<file path="src/rtl/contador_presc_mod.sv">
// Up/down counter with a programmable prescaler, live modulo limit, wrap/saturate select, load and terminal-count pulse.
// Latency: q and tc are registered (1 cycle); tick is combinational from pc and div. There is no backpressure: the block is always ready.
module contador_presc_mod #(
    parameter int P = 24,
    parameter int W = 4
) (
    input  logic         CLK,
    input  logic         RST,
    input  logic [P-1:0] div,
    input  logic [1:0]   s,
    input  logic         sat,
    input  logic [W-1:0] max,
    input  logic         ld,
    input  logic [W-1:0] d,
    output logic [W-1:0] q,
    output logic         tick,
    output logic         tc
);

    localparam logic [1:0]   S_UP   = 2'd0;
    localparam logic [1:0]   S_DN   = 2'd1;
    localparam logic [1:0]   S_CLR  = 2'd3;
    localparam logic [P-1:0] PC_ONE = P'(1);
    localparam logic [W-1:0] Q_ONE  = W'(1);

    logic [P-1:0] pc_q, pc_d;
    logic [W-1:0] q_q, q_d;
    logic         tc_q, tc_d;

    // The >= compare (not ==) lets a lowered div end the current period at once.
    always_comb begin
        tick = (s != S_CLR) && (pc_q >= div);
    end

    always_comb begin
        pc_d = pc_q + PC_ONE;
        if (s == S_CLR || tick) begin
            pc_d = '0;
        end
    end

    always_comb begin
        q_d  = q_q;
        tc_d = 1'b0;
        if (ld) begin
            q_d = (d > max) ? max : d;
        end else if (s == S_CLR) begin
            q_d = '0;
        end else if (tick) begin
            case (s)
                S_UP: begin
                    if (q_q < max) begin
                        q_d = q_q + Q_ONE;
                    end else begin
                        q_d  = sat ? max : '0;
                        tc_d = 1'b1;
                    end
                end
                S_DN: begin
                    if (q_q == '0) begin
                        q_d  = sat ? '0 : max;
                        tc_d = 1'b1;
                    end else if (q_q > max) begin
                        // max was lowered below the count: snap back into range silently
                        q_d = max;
                    end else begin
                        q_d = q_q - Q_ONE;
                    end
                end
                default: begin
                    q_d = q_q;
                end
            endcase
        end
    end

    always_ff @(posedge CLK or negedge RST) begin
        if (!RST) begin
            pc_q <= '0;
            q_q  <= '0;
            tc_q <= 1'b0;
        end else begin
            pc_q <= pc_d;
            q_q  <= q_d;
            tc_q <= tc_d;
        end
    end

    assign q  = q_q;
    assign tc = tc_q;

endmodule

</file>
<file path="config.mk">
export PLATFORM = sky130hd
export DESIGN_NAME = contador_presc_mod
export DESIGN_NICKNAME = d
export VERILOG_FILES = /design/src/rtl/contador_presc_mod.sv
export SDC_FILE = /design/constraint.sdc
export NUM_CORES = 1
export LEC_CHECK = 0
export ABC_AREA = 1
export CAP_MARGIN = 40
export CELL_PAD_IN_SITES_DETAIL_PLACEMENT = 1
export CELL_PAD_IN_SITES_GLOBAL_PLACEMENT = 1
export CORE_ASPECT_RATIO = 0.7
export CORE_UTILIZATION = 35
export CTS_BUF_LIST = sky130_fd_sc_hd__clkbuf_2
export DETAILED_ROUTE_END_ITERATION = 12
export PLACE_DENSITY = 0.71
export SLEW_MARGIN = 20
export SYNTH_ARGS = -nofsm -noshare
export SYNTH_HDL_FRONTEND = slang
export SYNTH_SLANG_ARGS = --single-unit
</file>
<file path="constraint.sdc">
create_clock -name CLK -period 3.2 [get_ports CLK]
set_input_delay 0.64 -clock CLK [delete_from_list [all_inputs] [get_ports CLK]]
set_output_delay 0.64 -clock CLK [all_outputs]
set_load 0.05 [all_outputs]
</file>
# ---- After elaboration in Yosys (flattened, before gate mapping)
# Cells that the tools add are included.
dict set report totals {
  register_bits 29
  latchBits 0
  ramBits 0
  rom_bits 0
  in_bits 38
  out_inout_bits 6
  elab_cells 37
  mem_count 0
}
dict set report classes {
  n_addsub 3
  mul 0
  n_div 0
  n_lt_le_gt_ge 4
  n_eq_ne 3
  n_shift 0
  mux 17
  bitwise_logic 0
  reduce_logical 7
}
# cell n
set ops {}
lappend ops {{2-to-1 mux 4 bit} 9}
lappend ops {{adder 24 x 1 -> 24 bit, second input constant} 1}
lappend ops {{>= comparator 24 bit} 1}
lappend ops {{2-to-1 mux 24 bit} 1}
lappend ops {{greater-than comparator 4 bit} 2}
lappend ops {{one-hot mux 4 bit (2 select lines)} 1}
lappend ops {{2-to-1 mux 1 bit} 5}
lappend ops {{adder 4 x 1 -> 4 bit, second input constant} 1}
lappend ops {{logical NOT 4 bit} 1}
lappend ops {{< comparator 4 bit} 1}
lappend ops {{nonzero test 4 bit} 1}
lappend ops {{subtractor 4 x 1 -> 4 bit, second input constant} 1}
lappend ops {{nonzero test 3 bit} 1}
lappend ops {{== test 2 x 1 -> 1 bit, second input constant} 1}
lappend ops {{== test 2 bit, second input constant} 1}
lappend ops {{logical NOT 2 bit} 1}
lappend ops {{inequality test 2 bit, second input constant} 1}
lappend ops {{one-hot mux 1 bit (2 select lines)} 1}
lappend ops {{AND reduction 2 bit} 1}
lappend ops {{logical AND 1 bit} 1}
lappend ops {{logical OR 1 bit} 1}

# ---- Longest topological paths before layout
dict set report logic_depth {
  ltp_word 7
  ltp_mapped 16
  mapped_depth_nobuf 16
}

# ---- Least setup slack after synthesis
# OpenSTA, ideal clock, no wires.
dict set report synth_timing {
  path_type {input port to output port}
  startpoint {input port div[15]}
  endpoint {output port tick}
  arrival_time_ps 1832
  required_time_ps 2560
  path_slack_ps 728
  stages 10
  path_buffers 0
  path_cell_list {inv_1 -> ha_1 -> nand2_1 -> nor2_1 -> nand2_1 -> nor3_1 -> nand2_1 -> nand4_2 -> nand2_1 -> inv_1}
}
dict set report synth_via {
  elab_chain_len 2
}
# element line
set synth_rtl {}
lappend synth_rtl {{start: declaration} 9} ;# input logic [P-1:0] div,
lappend synth_rtl {{>= comparator 24 bit} 32} ;# tick = (s != S_CLR) && (pc_q >= div);
lappend synth_rtl {{logical AND 1 bit} 32}
lappend synth_rtl {{end: declaration} 16} ;# output logic tick,
# Every way passes these cells.

# ---- Final worst setup path
dict set report layout_timing {
  startpoint {input port div[11]}
  endpoint {output port tick}
}
# The elaborated chain is that of the path after synthesis.

==> out/metrics.csv <==
stage,metric,value,unit
outcome,outcome,"finished, final reports clean",
yosys,mux cell area share after synthesis,0,
setup_path,RR Startpoint,pc_q[11],
setup_path,slowest CP cell,clkdlybuf4s50_1,
routing,DR pass1 iterations,4,
yosys,average cell area after synthesis,6.73,um^2
setup_path,Critical Path Fanout Max,4,
yosys,Async SR Flop Fraction,1.00,
worst_hold_path,hold path endpoint,pc_q[0],
routing,vias per inst,4.93,
sta,final setup violation count,0,
die,Core ar.,0.00751,mm^2
placed_design,IO Port Bufs,43,
power_and_ir_drop,Clock power frac,0.220,
grt,largest net degree at the start of global routing,30,
yosys,Synth Instances,414,
grt,initial antenna violation count,0,
worst_hold_path,hold path startpoint,pc_q[0],
die,die area,0.00833,mm^2
worst_hold_path,cell count of the worst hold path,1,
routing,routed wire length,7.92,mm
power_and_ir_drop,P_int,0.735,mW
sta,Rel. slew slack,0.667,
sta,setup TNS,0,ps
clock_network,clock sink total,29,
die,initial core utilization,0.371,
sta,Slew Limit Fails,0,
setup_path,Startpoint Class,input pin,
yosys,Yosys warnings,0,
yosys,Synth Net Count,487,
routing,drt wl/cell,14.1,um
routing,Detail Route Antenna Nets,0,
clock_network,TritonCTS clock tree,done,
setup_path,crit-path cells,clkdlybuf4s50_1 > inv_1 > ha_1 > nand2_1 > inv_1 > nand2_1 > nand2_1 > nand2_1 > nand2_1 > nand2_2 > nand4_2 > nand2_1 > inv_1 > buf_12,
grt,gr ovfl total,0,
layout,Diodes inserted,0,
power_and_ir_drop,logic gate share of total power,0.409,
layout,fin area,0.00342,mm^2
setup_path,CP most frequent cell,nand2_1,
placed_design,post-DP HPWL,6.64,mm
die,Die W,109,um
layout,Layout Nets,536,
run,Max-cap violations,0,
clock_network,Root Buffer,clkbuf_2,
grt,vias in the first global route,2747,
routing,via count,2772,
power_and_ir_drop,Max VDD drop,0.194,mV
yosys,post-synthesis simple-gate area fraction,0.329,
yosys,Post-synth EDFFs,0,
sta,final hold violations,0,
yosys,top post-synthesis cells by area,"dfrtp_1 26%, ha_1 16%, nand2_1 14%",
placed_design,Placer Congestion,0.794,
yosys,Post-Syn Area,0.00279,mm^2
setup_path,largest stage delay on the critical path,460,ps
yosys,post-synthesis compound-gate area fraction,0.0803,
yosys,share of the synthesized area in the top cell type,0.260,
power_and_ir_drop,power share of the sequential group,0.371,
die,FP Rows,26,
power_and_ir_drop,switching share of power,0.404,
power_and_ir_drop,power density over the cells,361,mW/mm^2
setup_path,Register-to-Register Setup Slack,1100,ps
die,chip height,76.7,um
power_and_ir_drop,P_sw,0.498,mW
setup_path,RR Endpoint,pc_q[5],
setup_path,CP Data Arrival Time,2450,ps
setup_path,Worst Reg-to-Reg Cells,12,
routing,drt drc,0,
sta,Max Clk Rate,324,MHz
yosys,adder-cell share of the synthesized area,0.157,
sta,Worst Max-Slew Pin Slew,498,ps
setup_path,Crit. End Element,output pin,
clock_network,clk_lat worst skew,360,ps
sta,skew final,13.2,ps
yosys,"Distinct cells, synth",30,
clock_network,Clock Pin Slew Worst Setup and Hold Paths,170,ps
worst_hold_path,HP Class,reg2reg,
grt,first-pass GRT wire length,13.2,mm
yosys,most numerous cell in the Yosys netlist,nand2_1,
routing,DR iter-0 viols,105,
sta,Final Cycle Share,0.966,
yosys,post-synthesis xor/xnor area fraction,0.0534,
sta,RSZ-0062 raised after global routing,no,
setup_path,Crit path required time,2560,ps
yosys,synthesis-stage register bit count,29,
placed_design,dpl cell area,0.00334,mm^2
yosys,Synth area leader,dfrtp_1,
clock_network,CTS H-tree lvls,2,
die,Ports,44,
clock_network,CTS Buffer Depth,2,
sta,post-route minimum period,3090,ps
yosys,register area share after synthesis,0.260,
layout,fraction of layout cells with a size suffix above 1,0.0603,
power_and_ir_drop,leakage,1.78,nW
setup_path,Crit Path Class,in2out,
yosys,top post-synthesis cells by count,"104 x nand2_1, 77 x inv_1, 48 x nor2_1, 35 x ha_1, 29 x dfrtp_1",
clock_network,Num CTS Buffers,5,
yosys,Main synth FF type,dfrtp_1,
grt,Total GRT Usage,0.203,
layout,area growth from synthesis to layout,22.7,%
yosys,largest family of logic cells by synthesized area,simple AND/OR/NAND/NOR gates,
==> final cells by class <==
type	count	area, um^2
Clock buffer	6	30.0
Clock inverter	2	33.8
Fill cell	999	4100
Inverter	78	293
Multi-Input combinational cell	302	1740
Sequential cell	29	726
Tap cell	98	123
Timing Repair Buffer	47	470
==> layer usage <==
| layer | GRT usage | part of all wire | up-vias |
|---|---|---|---|
| li1 | - | - | 1410 |
| met3 | 0.0366 | 0.045 | 5 |
| met2 | 0.293 | 0.40 | 52 |
| met5 | 0 | 0 | - |
| met4 | 0.0243 | 0.0032 | 0 |
| met1 | 0.316 | 0.55 | 1305 |
==> power groups by stage <==
stage	Sequential (mW)	Clock (mW)	Combinational [mW]
after floorplan	0.481	0	0.299
after CTS	0.456	0.276	0.509
after global routing	0.461	0.294	0.577
final	0.457	0.271	0.504
after global placement	0.460	0	0.484
after detailed placement	0.464	0	0.506
==> what timing repair did <==
item,4_1_cts,5_1_grt
gates resized for setup,0,6
hold buffers,0,0
setup endpoints to repair,0,1
buffers inserted,0,0
==> sequential cells by signal (all words and copies together), names as in the netlist <==
register,cells
q,4
tc,1
pc_q,24
==> kinds of logic after synthesis <==
group                    Yosys count
AO/OA/AOI/OAI                     40
XOR/XNOR                          17
adder cells (fa/ha/maj)           35
buffers and inverters             83
flip-flops                        29
AND/OR/NAND/NOR                  210
==> worst max-delay path, delay by kind of cell <==
kind / cells / cell delay, ps
buffers and inverters: 5 / 770
adder cells (fa/ha/maj): 1 / 310
AND/OR/NAND/NOR: 8 / 720
==> stage by stage <==
step / cells / total power, mW / utilization / hold WS (ps) / setup slack [ps]
floorplan: 414 / 0.779 / - / 344 / 728
global placement: 554 / 0.944 / 0.444 / 479 / 186
detailed placement: 554 / 0.969 / 0.444 / 503 / 118
CTS: 562 / 1.24 / 0.453 / 523 / 97.3
global route: 562 / 1.33 / 0.455 / 546 / 10.9
finish: 562 / 1.23 / 0.455 / 519 / 110
==> placed cells by master, fill, tap and decap left out, types with 3 or more instances in the layout <==
cell,Yosys,routed
inv_1,77,77
nor3_1,8,7
buf_4,0,4
a21oi_1,13,13
nand4_1,11,11
dfrtp_1,29,29
xor2_1,11,11
nand3_1,28,28
nor2_2,3,6
o21ai_1,3,3
nand2_2,1,3
xnor2_1,6,6
clkbuf_2,0,6
o211ai_1,3,3
nand2_1,104,102
ha_1,35,35
o21ai_0,15,15
nor2_1,48,45
clkdlybuf4s50_1,0,42
==> how the worst max path moves through the flow <==
stage,startpoint,endpoint,cells after the start
after floorplan,div[15],tick,10
after global placement,div[15],tick,12
after detailed placement,div[15],tick,12
after CTS,div[15],tick,12
after global routing,div[10],tick,14
final,div[11],tick,14
Note: power is estimated with default switching activity, not from simulation.
==> RTL change (same settings) <==
Put a register stage on the output `tick`, cleared by the reset. The value now appears one clock later. The other outputs are not delayed to match. Comments in the files are not updated.
--- a/src/rtl/contador_presc_mod.sv
+++ b/src/rtl/contador_presc_mod.sv
@@ -25,2 +25,4 @@
 
+    logic tick_d;
+
     logic [P-1:0] pc_q, pc_d;
@@ -31,3 +33,3 @@
     always_comb begin
-        tick = (s != S_CLR) && (pc_q >= div);
+        tick_d = (s != S_CLR) && (pc_q >= div);
     end
@@ -36,3 +38,3 @@
         pc_d = pc_q + PC_ONE;
-        if (s == S_CLR || tick) begin
+        if (s == S_CLR || tick_d) begin
             pc_d = '0;
@@ -48,3 +50,3 @@
             q_d = '0;
-        end else if (tick) begin
+        end else if (tick_d) begin
             case (s)
@@ -91,2 +93,10 @@
 
+    always_ff @(posedge CLK or negedge RST) begin
+        if (!RST) begin
+            tick <= '0;
+        end else begin
+            tick <= tick_d;
+        end
+    end
+
 endmodule
Function: changed (a bounded check fails within 4 cycles, from zero or initial values and one cycle with RST low).
==> RTL change against the original RTL <==
- the run now ends with design-rule violations left
- fmax increased by 22%
- synthesized area up 4.6%
- power decreased by 5.6%
- clock power fell by 28%
- design area up 2.3%
- core utilization down 1.6 points
- register-to-register slack got worse by 160 ps
- critical path depth increased by 2
- routed wire length grew 2.2%
- clock skew rose by 6.6 ps
- sequential cell count grew 1
- largest cell class unchanged
- first-iteration DRC count is 0.95% higher
- critical endpoint is now q[0]
- worst setup slack better by 550 ps
==> RTL change: results (changes against the original RTL) <==
| Metric | Value |
|---|---|
| Comb power frac | `42.6% (was 40.9%)` |
| Fraction of final layout cells sized beyond drive strength 1 | `10.5% (was 6.03%)` |
| Endpoint of the worst-slack reg-to-reg timing path | `q[0] (was pc_q[5])` |
| Post-placement cell area | `3460 um2 (was 3340 um2)` |
| Post-placement cell count | `559 (was 554)` |
| Cell internal power dissipation | `0.662 mW (was 0.735 mW)` |
| Arrival time reported for the critical path endpoint | `2810 ps (was 2450 ps)` |
| Share of the yosys chip area belonging to registers | `25.8% (was 26.0%)` |
| Total Wirelength | `8.09 mm (was 7.92 mm)` |
| Yosys cell types | `34 (was 30)` |
| Met3 WL post-DR | `383 um (was 360 um)` |
| Pre-CTS WS | `315 ps (was 118 ps)` |
| Reg2Reg Launch Point | `q[0] (was pc_q[11])` |
| Global Route Usage Sum | `19.9% (was 20.3%)` |
| Met3 usage | `4.17% (was 3.66%)` |
| Wire length on met2 | `3.13 mm (was 3.16 mm)` |
| Most common library cells after synthesis | `nand2_1, inv_1, ha_1, nor2_1, dfrtp_1 (was nand2_1, inv_1, nor2_1, ha_1, dfrtp_1)` |
| Wire length of the first global-routing pass | `13.6 mm (was 13.2 mm)` |
| Leakage power | `1.81 nW (was 1.78 nW)` |
| Post-route DRC | `6 (was 0)` |
| Delay of the slowest cell on the worst path | `510 ps (was 460 ps)` |
| Crit path max-delay family | `simple AND/OR/NAND/NOR gates (was buffers and inverters)` |
| Leading cell types by total area after synthesis | `dfrtp_1, ha_1, nand2_1 (unchanged)` |
| Routability congestion estimate | `0.887 (was 0.794)` |
| Clock network power share | `16.7% (was 22.0%)` |
| Detailed placer's ending HPWL | `6.75 mm (was 6.64 mm)` |
| Fill count | `1,035 (was 999)` |
| Largest driver fanout on the critical path | `14 (was 4)` |
| Slack of the worst reg-to-reg path | `940 ps (was 1100 ps)` |
| Highest ir drop seen on vdd | `0.139 mV (was 0.194 mV)` |
| Grt met2 use | `29.2% (was 29.3%)` |
| Worst Max-Slew Pin Slew | `499 ps (was 498 ps)` |
| XOR/XNOR share of the synthesized area | `3.00% (was 5.34%)` |
| Worst Hold Slack | `493 ps (was 519 ps)` |
| Via count of the first global-routing pass | `2,778 (was 2,747)` |
| Via count of the routed design | `2,738 (was 2,772)` |
| Switching Share | `43.1% (was 40.4%)` |
| Result of the run | `complete, but fails checks (was finished, final reports clean)` |
| Pin count of the biggest net entering global routing | `31 (was 30)` |
| 1st-pass router iterations | `8 (was 4)` |
| Met1 Wirelength | `4.54 mm (was 4.37 mm)` |
| Length in cells of the worst reg-to-reg path | `16 (was 12)` |
| Adder and majority cell fraction of the synthesized area | `15.0% (was 15.7%)` |
| Compound-Gate Fraction of Synth Area | `8.63% (was 8.03%)` |
| Met1 global-route usage | `29.9% (was 31.6%)` |
| Violated checks | `design-rule violations` |
| Detail-routed via count per cell | `4.83 (was 4.93)` |
[RTL change: cell count changes in the layout (fill, tap and decap cells not counted), moves of 3 or more]
cell / delta
o21ai_1: +9
inv_2: +5
inv_1: -8
o21ai_0: -3
xor2_1: -5
nand4_1: -3
nor2_1: -10
nand2_1: +6
nor2_4: +9
nor3_1: -4
[RTL change: final cells by class]
cell class	count	area (um2)	area share, %
multi-input cells	306	1840	52.6
flip-flops and latches	30	751	21.5
repair buffers	46	453	12.9
inverters	76	288	8.23
well taps	101	126	3.61
clock buffers	6	30.0	0.858
clock inverters	2	8.76	0.250
[RTL change: worst max path at each step]
stage	startpoint	depth (start not counted)	endpoint	slack (ps)
3_3_place_gp	max[3]	16	q[1]	410
4_1_cts	q[2]	1	q[2]	670
5_1_grt	max[1]	16	q[1]	500
3_5_place_dp	max[3]	16	q[0]	320
2_1_floorplan	q[0]	15	q[2]	1190
6_report	max[3]	16	q[0]	660
